--- src/rtl/sbit_frame_serializer_pkg.sv ---
// Shared constants and word-source encodings for the S-bit frame serializer.
package sbit_frame_serializer_pkg;

  localparam int MXIO      = 8;
  localparam int WORD_SIZE = 8;
  localparam int MXSBITS   = MXIO * WORD_SIZE;
  localparam int FCNT_W    = 16;

  // Word source selected at each load edge
  typedef enum logic [1:0] {
    MODE_PASS = 2'd0,
    MODE_WALK = 2'd1,
    MODE_ONES = 2'd2,
    MODE_FCNT = 2'd3
  } mode_e;

  // Bits of the frame counter the pattern generator actually needs:
  // enough to index the walking one and to fill one lane byte.
  function automatic int pat_bits(input int mxsbits, input int word_size);
    int walk_w;
    walk_w = $clog2(mxsbits);
    return (walk_w > word_size) ? walk_w : word_size;
  endfunction

endpackage

--- src/rtl/sbit_pattern_gen.sv ---
// Combinational selection of the next word to transmit (data, test patterns, mask).
module sbit_pattern_gen
  import sbit_frame_serializer_pkg::*;
#(
  parameter int MXIO      = sbit_frame_serializer_pkg::MXIO,
  parameter int WORD_SIZE = sbit_frame_serializer_pkg::WORD_SIZE,
  parameter int MXSBITS   = MXIO * WORD_SIZE,
  parameter int PAT_W     = pat_bits(MXSBITS, WORD_SIZE)
) (
  input  logic [1:0]         mode,
  input  logic               mask,
  input  logic [MXSBITS-1:0] sbits,
  input  logic [PAT_W-1:0]   frame_cnt,
  output logic [MXSBITS-1:0] word
);

  localparam int WALK_W = $clog2(MXSBITS);

  // Mask wins over every source; the counter patterns use the pre-increment count.
  always_comb begin
    word = '0;
    if (!mask) begin
      case (mode_e'(mode))
        MODE_PASS: word = sbits;
        MODE_WALK: word[frame_cnt[WALK_W-1:0]] = 1'b1;
        MODE_ONES: word = '1;
        MODE_FCNT: word = {MXIO{frame_cnt[WORD_SIZE-1:0]}};
        default:   word = '0;
      endcase
    end
  end

endmodule

--- src/rtl/sbit_frame_serializer.sv ---
// Serialises one S-bit word per frame MSB-first onto MXIO SDR lanes with a SOF marker.
// A slip pulse stalls every piece of state for one clock so the receiver's
// SOF search can be exercised against a shifted frame boundary.
module sbit_frame_serializer
  import sbit_frame_serializer_pkg::*;
#(
  parameter int MXIO      = sbit_frame_serializer_pkg::MXIO,
  parameter int WORD_SIZE = sbit_frame_serializer_pkg::WORD_SIZE,
  parameter int MXSBITS   = MXIO * WORD_SIZE,
  parameter int FCNT_W    = sbit_frame_serializer_pkg::FCNT_W
) (
  input  logic               clock,
  input  logic               reset,
  input  logic [MXSBITS-1:0] sbits_i,
  output logic               load_o,
  input  logic               mask_i,
  input  logic [1:0]         mode_i,
  input  logic               slip_i,
  output logic [MXIO-1:0]    d_o,
  output logic               sof_o,
  output logic [FCNT_W-1:0]  frame_cnt_o
);

  localparam int PHASE_W = $clog2(WORD_SIZE);
  localparam int PAT_W   = pat_bits(MXSBITS, WORD_SIZE);
  localparam logic [PHASE_W-1:0] P_LAST  = PHASE_W'(WORD_SIZE - 1);
  // Reset one phase before the load phase so the first SOF lands two cycles after release
  localparam logic [PHASE_W-1:0] P_RESET = PHASE_W'(WORD_SIZE - 2);

  logic [PHASE_W-1:0]                p;
  logic [MXIO-1:0][WORD_SIZE-1:0]    sr;
  logic [MXSBITS-1:0]                word;

  sbit_pattern_gen #(
    .MXIO      (MXIO),
    .WORD_SIZE (WORD_SIZE),
    .MXSBITS   (MXSBITS),
    .PAT_W     (PAT_W)
  ) u_pat (
    .mode      (mode_i),
    .mask      (mask_i),
    .sbits     (sbits_i),
    .frame_cnt (frame_cnt_o[PAT_W-1:0]),
    .word      (word)
  );

  assign load_o = (p == P_LAST);

  // Each lane's MSB goes straight out of its shift-register flop
  for (genvar i = 0; i < MXIO; i++) begin : g_lane
    assign d_o[i] = sr[i][WORD_SIZE-1];
  end

  // Phase counter, lane shift registers, SOF and frame counter; slip freezes all of them
  always_ff @(posedge clock or posedge reset) begin
    if (reset) begin
      p           <= P_RESET;
      sr          <= '0;
      sof_o       <= 1'b0;
      frame_cnt_o <= '0;
    end else if (!slip_i) begin
      if (p == P_LAST) begin
        p           <= '0;
        sr          <= word;
        sof_o       <= 1'b1;
        frame_cnt_o <= frame_cnt_o + 1'b1;
      end else begin
        p     <= p + 1'b1;
        sof_o <= 1'b0;
        for (int i = 0; i < MXIO; i++) begin
          sr[i] <= {sr[i][WORD_SIZE-2:0], 1'b0};
        end
      end
    end
  end

endmodule

--- config.mk ---
export PLATFORM = sky130hd
export DESIGN_NAME = sbit_frame_serializer
export DESIGN_NICKNAME = d
export VERILOG_FILES = /design/src/rtl/sbit_frame_serializer_pkg.sv /design/src/rtl/sbit_pattern_gen.sv /design/src/rtl/sbit_frame_serializer.sv
export SDC_FILE = /design/constraint.sdc
export NUM_CORES = 1
export LEC_CHECK = 0
export ABC_AREA = 1
export BUFFER_PORTS_ARGS = -buffer_cell sky130_fd_sc_hd__buf_4
export CORE_UTILIZATION = 46
export CTS_CLUSTER_DIAMETER = 120
export DETAILED_ROUTE_END_ITERATION = 8
export GPL_TIMING_DRIVEN = 0
export MAX_ROUTING_LAYER = met4
export PLACE_DENSITY = 0.82
export REMOVE_ABC_BUFFERS = 1
export SLEW_MARGIN = 25
export SYNTH_ARGS = -nofsm -noshare
export SYNTH_HDL_FRONTEND = slang
export SYNTH_SLANG_ARGS = --single-unit
--- constraint.sdc ---
create_clock -name clock -period 2.4 [get_ports clock]
set_input_delay 0.12 -clock clock [delete_from_list [all_inputs] [get_ports clock]]
set_output_delay 0.12 -clock clock [all_outputs]
set_load 0.02 [all_outputs]
==> run_results.csv, run 1 <==
group,metric,value,unit
clock_network,cts_made_buffers,9,
worst_setup_path,cp-end-kind,"flip-flop",
floorplanning,pin_count,96,
sta,slew_viol_final,0,
yosys,ys_types,28,
power,p_total,0.00466,W
worst_setup_path,r2r_start,"p[1]",
global_routing,grt_overflow_total,0,
layout,nets,805,
worst_setup_path,crit_type,"reg2reg",
yosys,synth_edf_count,0,
floorplanning,rows,36,
layout,synthToLayoutAreaGrowth,21.9,%
worst_setup_path,critPathMaxStageDelay,0.54,ns
yosys,ys_ff_latch,84,
route,wl_per_cell,15.9,um
yosys,syn-cell-area,0.00479,sq mm
clock_network,cts-resized-gates,0,
layout,drive_gt1_frac,0.187,
clock_network,cts.sinks,84,
yosys,synth.avg_cell_area,7.29,sq um
worst_setup_path,reg2reg_to,"sr[0]",
outcome,status,"complete, no violations",
sta,rsz0062_at_grt,"false",
layout,num_antenna_cells,0,
yosys,synth_most_common_cell,"nand2_1",
global_routing,grt_pass1_wl,22600,um
route,viasPerCell,5.58,
global_routing,use_met3,0.0414,
route,postRouteAntennaNets,0,
sta,finalSetupTns,0,ns
hold_path,hold_depth,5,
sta,fin_crit,2.14,ns
worst_setup_path,reg2reg_depth,8,
global_routing,grt_usage,0.268,
floorplanning,dieArea,0.0108,sq mm
route,drt_pre_antenna_iters,5,
route,vias,4855,
route,drc,0,
global_routing,antenna_found_initial,0,
yosys,synth_area_leaders,"dfrtp_1 (43%), nand2_1 (24%), a22oi_1 (8.8%)",
worst_setup_path,cp.arrival,2.43,ns
yosys,ys_warn_count,0,
yosys,yosysSeqAreaShare,0.439,
worst_setup_path,crit_family,"simple AND/OR/NAND/NOR gates",
placed_design,dp_hpwl,9360,um
sta,hold_viol_final,0,
flow_run,cap_violations,0,
worst_setup_path,cpMaxStageDelayCell,"dfstp_2",
sta,finalSetupViolCount,0,
yosys,yosys.area.top_type_share,0.428,
sta,fmax,0.468,GHz
placed_design,portBuffers,95,
clock_network,cts_root_buf,"clkbuf_8",
clock_network,cts_max_level,3,
worst_setup_path,path_cells,"ha_1, ha_1, nand2_2, nor2_4, buf_16, buf_16, nand2_1, nand2_1",
global_routing,grt_max_degree,72,
yosys,synth_cells,657,
worst_setup_path,crit_fanout,27,
worst_setup_path,cp.required,2.69,ns
worst_setup_path,cp.depth,8,
worst_setup_path,crit_buf_inv,2,
worst_setup_path,reg2reg_slack,0.26,ns
floorplanning,die_h,104,um
global_routing,grt_busiest_layer,"met2",
yosys,synth_commonest_cells,"nand2_1 (303), dfrtp_1 (82), a21oi_1 (70)",
floorplanning,die_w,104,um
hold_path,worstHoldStart,"sbits_i[62]",
sta,relSlewSlack,0.340,
sta,fin_skew,0.00846,ns
floorplanning,core_region_area,0.00995,sq mm
clock_network,tritoncts,"yes",
sta,final.period_utilization,0.890,
worst_setup_path,cp-start-kind,"flip-flop",
global_routing,grt_pass1_vias,4590,
hold_path,worst_hold_path.endpoint,"sr[62]",
power,vdd_ir_drop_max,0.348,mV
global_routing,grt_use_met1,0.353,
yosys,synth_top_cell_by_area,"dfrtp_1",
clock_network,clockBufferDepth,2,
layout,utilization,0.587,
floorplanning,initial_core_util,0.481,
yosys,synth-async-reset-ratio,1.00,
power,power.density,798,mW/mm^2
route,routed_wl,13800,um
power,power_leakage,3.03,nW
global_routing,gr-usage-met2,0.410,
clock_network,clk_latency,0.35,ns
yosys,synthFlopType,"dfrtp_1",
clock_network,post_cts_buffers,0,
sta,worst_slew_pin_slew,0.989,ns
placed_design,gp_congestion,0.864,
clock_network,clk_pin_slew,0.09,ns
route,drtIter0Drc,429,
hold_path,hp-class,"in2reg",
kinds of logic after synthesis:
group | after synthesis | synth area share
xor+xnor | 5 | 0.00914
flops | 84 | 0.439
fa+ha+maj | 3 | 0.00783
simple gates | 366 | 0.309
compound gates | 135 | 0.174
buf+inv | 64 | 0.0614
tightest hold or removal path, stage by stage:
cell,delay [ns]
buf_4,0.08
a21oi_1,0.05
nand2_1,0.05
nand2_1,0.04
nand2_1,0.04
flip-flops by register name, indices dropped and copies added, names as in the netlist:
register and flops:
d_o 8, p 3, frame_cnt_o 16, sof_o 1
sr 56
per-layer routing:
metal | routed length, um | up-vias | share of wire
li1 | - | 2303 | -
met1 | 5820 | 2261 | 0.42
met2 | 6480 | 256 | 0.47
met3 | 1070 | 35 | 0.078
met4 | 417 | 0 | 0.030
met5 | 0 | - | 0
what timing repair did:
item	CTS	global route
hold buffers	1	0
endpoints found under the hold margin	41	0
setup endpoints to repair	0	0
power breakdown:
part           internal, W  total (W)  switching, W
clock network     0.000615    0.00113      0.000518
registers          0.00175    0.00202      0.000269
logic             0.000587    0.00150      0.000916
cell type report:
type                       instances  area (sq um)
fill                             875          4110
multi-input combinational        509          2400
clock inverter                     4          72.6
sequential                        84          2100
inverter                          27           105
clock buffer                      12           145
tap                              133           166
timing repair buffer             101           846
layout by cell type, fill, tap and decap left out, types with 3 or more instances in the layout:
cell type,synthesis,routed
nand2_1,303,303
buf_4,10,95
dfrtp_1,82,82
a21oi_1,70,70
a22oi_1,56,56
nor2_1,29,28
inv_1,20,19
nand3_1,12,12
clkbuf_8,0,10
inv_2,7,6
nor3_1,5,5
xor2_1,5,5
nand3b_1,4,4
nor2_2,4,4
o21ai_0,4,4
nor2_4,2,3
ha_1,3,3
buf_16,0,3
how the worst max path moves through the flow:
| stage | slack (ns) | from | endpoint |
|---|---|---|---|
| after detailed placement | 0.24 | mode_i[0] | d_o[2] |
| after global routing | 0.12 | p[1] | sr[0] |
| after global placement | -1.79 | p[0] | sr[33] |
| final | 0.26 | p[1] | sr[0] |
| after CTS | 0.27 | p[1] | sr[3] |
| after floorplan | -0.66 | p[0] | d_o[0] |
through the flow:
stage | instances | hold WS, ns | setup WS [ns] | cell area (sq um)
CTS | 870 | 0.0517 | 0.267 | 5840
global route | 870 | 0.0781 | 0.125 | 5840
global placement | 848 | 0.415 | -1.79 | 5480
finish | 870 | 0.0569 | 0.264 | 5840
detailed placement | 853 | 0.220 | 0.238 | 5610
floorplan | 620 | 0.208 | -0.660 | 4600
Note: power is estimated with default switching activity, not from simulation.
==> run 2: changes to the inputs <==
--- a/config.mk
+++ b/config.mk
@@ -6,7 +6,7 @@
 export NUM_CORES = 1
 export LEC_CHECK = 0
 export ABC_AREA = 1
-export BUFFER_PORTS_ARGS = -buffer_cell sky130_fd_sc_hd__buf_4
+export BUFFER_PORTS_ARGS = -buffer_cell sky130_fd_sc_hd__buf_2
 export CORE_UTILIZATION = 46
 export CTS_CLUSTER_DIAMETER = 120
 export DETAILED_ROUTE_END_ITERATION = 8
==> run 2 against run 1 <==
Net effect:
- register-to-register slack gained 0.04 ns
- critical path type unchanged
- non-clock buffer count rose by 1
- clock-buffer cell count fell by 3
- setup slack improved by 0.044 ns
- sequential cell count unchanged
- global-route usage is 0.80 points lower
- clock power up 7%
- critical path depth fell by 1
- via count fell by 1.6%
==> run_results.csv, run 2 (synthesized netlist as in run 1, its figures left out) <==
group,metric,value,unit
layout,synthToLayoutAreaGrowth,18.1,%
route,postRouteAntennaNets,0,
route,drc,0,
global_routing,grt_usage,0.260,
route,drtIter0Drc,457,
layout,utilization,0.569,
layout,n_fill_cell,919,
clock_network,tritoncts,"yes",
layout,regMostFlops,"sr",
worst_setup_path,cp.required,2.70,ns
power,p_total,0.00466,W
layout,stdcell_count,870,
sta,relSlewSlack,0.373,
layout,nets,806,
sta,fin_skew,0.0130,ns
sta,fin_hold_ws,0.0590,ns
sta,slew_viol_final,0,
global_routing,grt_pass1_wl,22000,um
sta,rsz0062_at_grt,"false",
clock_network,cts_max_level,3,
clock_network,clk_pin_slew,0.09,ns
floorplanning,dieArea,0.0108,sq mm
flow_run,cap_violations,0,
power,power_frac_comb,0.307,
clock_network,cts_made_buffers,9,
route,viasPerCell,5.49,
route,vias,4776,
worst_setup_path,cp-start-kind,"flip-flop",
layout,largest_reg_flops,56,
layout,multiInputGateArea,0.00240,sq mm
placed_design,gp_congestion,0.867,
placed_design,portBuffers,95,
sta,finalWorstSetupSlack,0.308,ns
clock_network,clockBufferDepth,2,
sta,fin_crit,2.09,ns
worst_setup_path,crit_type,"reg2reg",
clock_network,clk_latency,0.35,ns
global_routing,grt_max_degree,72,
power,p_sw,0.00170,W
floorplanning,rows,36,
floorplanning,die_h,104,um
power,vdd_ir_drop_max,0.330,mV
power,power_frac_seq,0.434,
layout,regArea,0.00210,sq mm
sta,hold_viol_final,0,
clock_network,cts.sinks,84,
power,p_int,0.00296,W
placed_design,dp_cells,854,
outcome,status,"complete, no violations",
layout,num_antenna_cells,0,
worst_setup_path,cp.arrival,2.39,ns
route,routed_wl,13400,um
worst_setup_path,crit_fanout,24,
floorplanning,pin_count,96,
floorplanning,core_region_area,0.00995,sq mm
power,power.density,823,mW/mm^2
sta,finalSetupViolCount,0,
sta,worst_slew_pin_slew,0.939,ns
layout,layout_commonest_cell,"nand2_1",
global_routing,antenna_found_initial,0,
route,drt_pre_antenna_iters,5,
clock_network,cts_root_buf,"clkbuf_8",
placed_design,dp_hpwl,9270,um
hold_path,hp-class,"in2reg",
sta,final.period_utilization,0.872,
power,netSwitchingFraction,0.365,
floorplanning,initial_core_util,0.481,
route,wl_per_cell,15.4,um
global_routing,grt_overflow_total,0,
global_routing,grt_pass1_vias,4504,
layout,final_cell_mix,"nand2_1 (303), buf_2 (94), dfrtp_1 (82), a21oi_1 (70), a22oi_1 (56)",
layout,drive_gt1_frac,0.190,
placed_design,pre_cts_ws,0.210,ns
floorplanning,die_w,104,um
worst_setup_path,cp-end-kind,"flip-flop",
power,power_leakage,2.99,nW
sta,fmax,0.478,GHz
clock_network,cts-resized-gates,0,
power,clkPwrFrac,0.260,
==> run 2: layout make-up <==
class,instances,share of cell area
multi-input cells,509,0.424
flip-flops and latches,84,0.372
repair buffers,102,0.114
well taps,133,0.0294
clock buffers,9,0.0219
clock inverters,6,0.0199
inverters,27,0.0186
==> run 2: per-stage QoR <==
stage / TNS [ns] / instance area (sq um)
after floorplan: -38.22 / 4600
after global routing: 0 / 5660
after global placement: -173.71 / 5240
final: 0 / 5660
after detailed placement: 0 / 5410
after CTS: 0 / 5660
==> run 2: what timing repair did <==
action	4_1_cts	5_1_grt
setup buffers	0	0
hold endpoints to repair	53	0
hold buffers	1	0
==> run 2: critical path, stage by stage, from the launching register on <==
cell and delay, ns:
dfstp_2 0.54, ha_1 0.14, ha_1 0.31, nand2_2 0.17, nor2_4 0.49, buf_16 0.24, nand2_1 0.08, nand2_1 0.05
==> run 2: final timing paths <==
| path | start | to | slack (ns) | cells past startpoint |
|---|---|---|---|---|
| min reg2reg | sr[56] | sr[56] | 0.49 | 2 |
| min in group asynchronous | reset | frame_cnt_o[12] | 0.21 | 3 |
| max in group asynchronous | reset | sr[19] | 1.51 | 5 |
| max | p[1] | sr[26] | 0.31 | 7 |
| min | sbits_i[55] | d_o[6] | 0.06 | 5 |
| max reg2reg | p[1] | sr[26] | 0.31 | 7 |
==> run 2: power groups by stage <==
| stage | combinational, W | clock (W) | sequential (W) |
|---|---|---|---|
| after floorplan | 0.000817 | 0 | 0.00208 |
| after global placement | 0.00129 | 0 | 0.00201 |
| after detailed placement | 0.00141 | 0 | 0.00204 |
| after CTS | 0.00141 | 0.00123 | 0.00201 |
| after global routing | 0.00157 | 0.00128 | 0.00206 |
| final | 0.00143 | 0.00121 | 0.00202 |
==> run 2: routing by layer <==
metal	part of all wire	global-route usage
met1	0.43	0.340
met2	0.47	0.403
met3	0.070	0.0320
met4	0.032	0.126
met5	0	-
==> run 3: changes to the inputs <==
--- a/config.mk
+++ b/config.mk
@@ -7,7 +7,9 @@
 export LEC_CHECK = 0
 export ABC_AREA = 1
 export BUFFER_PORTS_ARGS = -buffer_cell sky130_fd_sc_hd__buf_2
+export CORE_MARGIN = 3
 export CORE_UTILIZATION = 46
+export CTS_BUF_LIST = sky130_fd_sc_hd__clkbuf_8
 export CTS_CLUSTER_DIAMETER = 120
 export DETAILED_ROUTE_END_ITERATION = 8
 export GPL_TIMING_DRIVEN = 0
==> run 3 against run 2 <==
Net effect:
- core utilization fell by 0.65 points
- largest power group unchanged
- global-route usage fell by 1.9 points
- sequential share of layout area grew 0.43 points
- fmax rose by 2.2%
- setup slack improved by 0.044 ns
- clock-buffer cell count grew 1
- first-iteration DRC count up 10%
- sequential power hardly changed
- cell area decreased by 1.1%
==> run_results.csv, run 3 (synthesized netlist as in run 1, its figures left out) <==
group,metric,value,unit
worst_setup_path,critPathMaxStageDelay,0.54,ns
global_routing,grt_usage,0.241,
flow_run,cap_violations,0,
power,power_leakage,2.96,nW
sta,rsz0062_at_grt,"false",
sta,relSlewSlack,0.374,
power,p_sw,0.00169,W
layout,nets,805,
worst_setup_path,cp-end-kind,"flip-flop",
worst_setup_path,crit_fanout,29,
layout,final_area,0.00559,sq mm
route,drtIter0Drc,504,
layout,largest_reg_flops,56,
worst_setup_path,cp-start-kind,"flip-flop",
sta,fmax,0.488,GHz
placed_design,portBuffers,95,
outcome,status,"complete, no violations",
global_routing,grt_pass1_vias,4467,
power,p_int,0.00276,W
clock_network,clk_pin_slew,0.09,ns
clock_network,cts.sinks,84,
layout,final_cell_mix,"nand2_1 (303), buf_2 (94), dfrtp_1 (82), a21oi_1 (70), a22oi_1 (56)",
global_routing,grt_overflow_total,0,
placed_design,dp_hpwl,9200,um
layout,synthToLayoutAreaGrowth,16.7,%
layout,n_fill_cell,894,
clock_network,cts_root_buf,"clkbuf_8",
floorplanning,rows,36,
floorplanning,initial_core_util,0.481,
floorplanning,core_region_area,0.00995,sq mm
layout,regMostFlops,"sr",
layout,drive_gt1_frac,0.189,
floorplanning,dieArea,0.0117,sq mm
route,drc,0,
floorplanning,die_w,108,um
sta,final.period_utilization,0.853,
clock_network,cts_max_level,3,
layout,layout_commonest_cell,"nand2_1",
power,power_frac_seq,0.452,
sta,fin_hold_ws,0.0512,ns
route,routed_wl,13300,um
sta,hold_viol_final,0,
worst_setup_path,cpMaxStageDelayCell,"dfstp_2",
route,vias,4786,
clock_network,clk_latency,0.36,ns
power,vdd_ir_drop_max,0.351,mV
route,postRouteAntennaNets,0,
route,drt_pre_antenna_iters,6,
sta,worst_slew_pin_slew,0.938,ns
sta,slew_viol_final,0,
clock_network,tritoncts,"yes",
global_routing,grt_max_degree,72,
floorplanning,pin_count,96,
sta,fin_skew,0.0115,ns
sta,finalSetupViolCount,0,
worst_setup_path,path_cells,"ha_1, ha_1, nand2_2, nor2_4, buf_16, buf_16, nand2_1, nand2_1",
global_routing,grt_pass1_wl,21700,um
floorplanning,die_h,108,um
clock_network,clockBufferDepth,2,
worst_setup_path,cp.required,2.68,ns
worst_setup_path,crit_type,"reg2reg",
sta,finalSetupTns,0,ns
clock_network,cts-resized-gates,0,
placed_design,gp_congestion,0.894,
clock_network,postCtsHoldBufs,1,
route,wl_per_cell,15.3,um
power,power_frac_comb,0.315,
worst_setup_path,cp.arrival,2.33,ns
power,p_total,0.00446,W
placed_design,dp_cells,853,
sta,fin_crit,2.05,ns
power,clkPwrFrac,0.233,
power,power.density,797,mW/mm^2
global_routing,antenna_found_initial,1,
hold_path,hp-class,"in2reg",
placed_design,placed_cell_area,0.00538,sq mm
route,viasPerCell,5.49,
layout,stdcell_count,871,
clock_network,post_cts_buffers,0,
clock_network,cts_made_buffers,9,
power,netSwitchingFraction,0.380,
run 3: cell types whose count changed in the layout (fill, tap and decap cells not counted), sizes merged:
cell      previous run  this run
clkbuf               9        10
diode                0         1
clkinvlp             0         1
inv                 27        28
bufinv               3         1
buf                101       100
run 3: layout make-up:
| class | instances | area, sq um | area share |
|---|---|---|---|
| Multi-Input combinational cell | 509 | 2400 | 0.429 |
| Antenna cell | 1 | 2.50 | 0.000447 |
| Timing Repair Buffer | 101 | 613 | 0.110 |
| Tap cell | 133 | 166 | 0.0297 |
| Inverter | 27 | 105 | 0.0188 |
| Clock inverter | 6 | 63.8 | 0.0114 |
| Sequential cell | 84 | 2100 | 0.376 |
| Clock buffer | 10 | 138 | 0.0246 |
run 3: worst paths after layout:
| kind | slack, ns | to | cells after the start | startpoint |
|---|---|---|---|---|
| max | 0.35 | sr[30] | 8 | p[1] |
| min | 0.05 | sr[35] | 5 | sbits_i[35] |
| max reg2reg | 0.35 | sr[30] | 8 | p[1] |
| min reg2reg | 0.48 | p[0] | 1 | p[0] |
| max in group asynchronous | 1.39 | p[2] | 4 | reset |
| min in group asynchronous | 0.36 | frame_cnt_o[14] | 3 | reset |
run 3: critical path, delay by kind of cell (launching register included):
family,cells,cell delay (ns)
fa+ha+maj,2,0.44
buf+inv,2,0.40
simple gates,4,0.59
flops,1,0.54
run 3: layer usage:
| layer | share of wire | GRT usage | wire [um] |
|---|---|---|---|
| met2 | 0.46 | 0.354 | 6140 |
| met1 | 0.42 | 0.318 | 5580 |
| met4 | 0.036 | 0.131 | 478 |
| met5 | 0 | - | 0 |
| met3 | 0.082 | 0.0436 | 1090 |
run 3: power groups by stage:
stage / clock network [W] / registers [W] / logic (W)
2_1_floorplan: 0 / 0.00208 / 0.000817
3_3_place_gp: 0 / 0.00201 / 0.00129
3_5_place_dp: 0 / 0.00204 / 0.00139
4_1_cts: 0.00105 / 0.00201 / 0.00139
5_1_grt: 0.00111 / 0.00205 / 0.00157
6_report: 0.00104 / 0.00201 / 0.00141
run 3: stage by stage:
stage	util	worst slack, ns
after floorplan	-	-0.660
after global placement	0.527	-1.83
after detailed placement	0.540	0.235
after CTS	0.562	0.359
after global routing	0.562	0.237
final	0.562	0.352
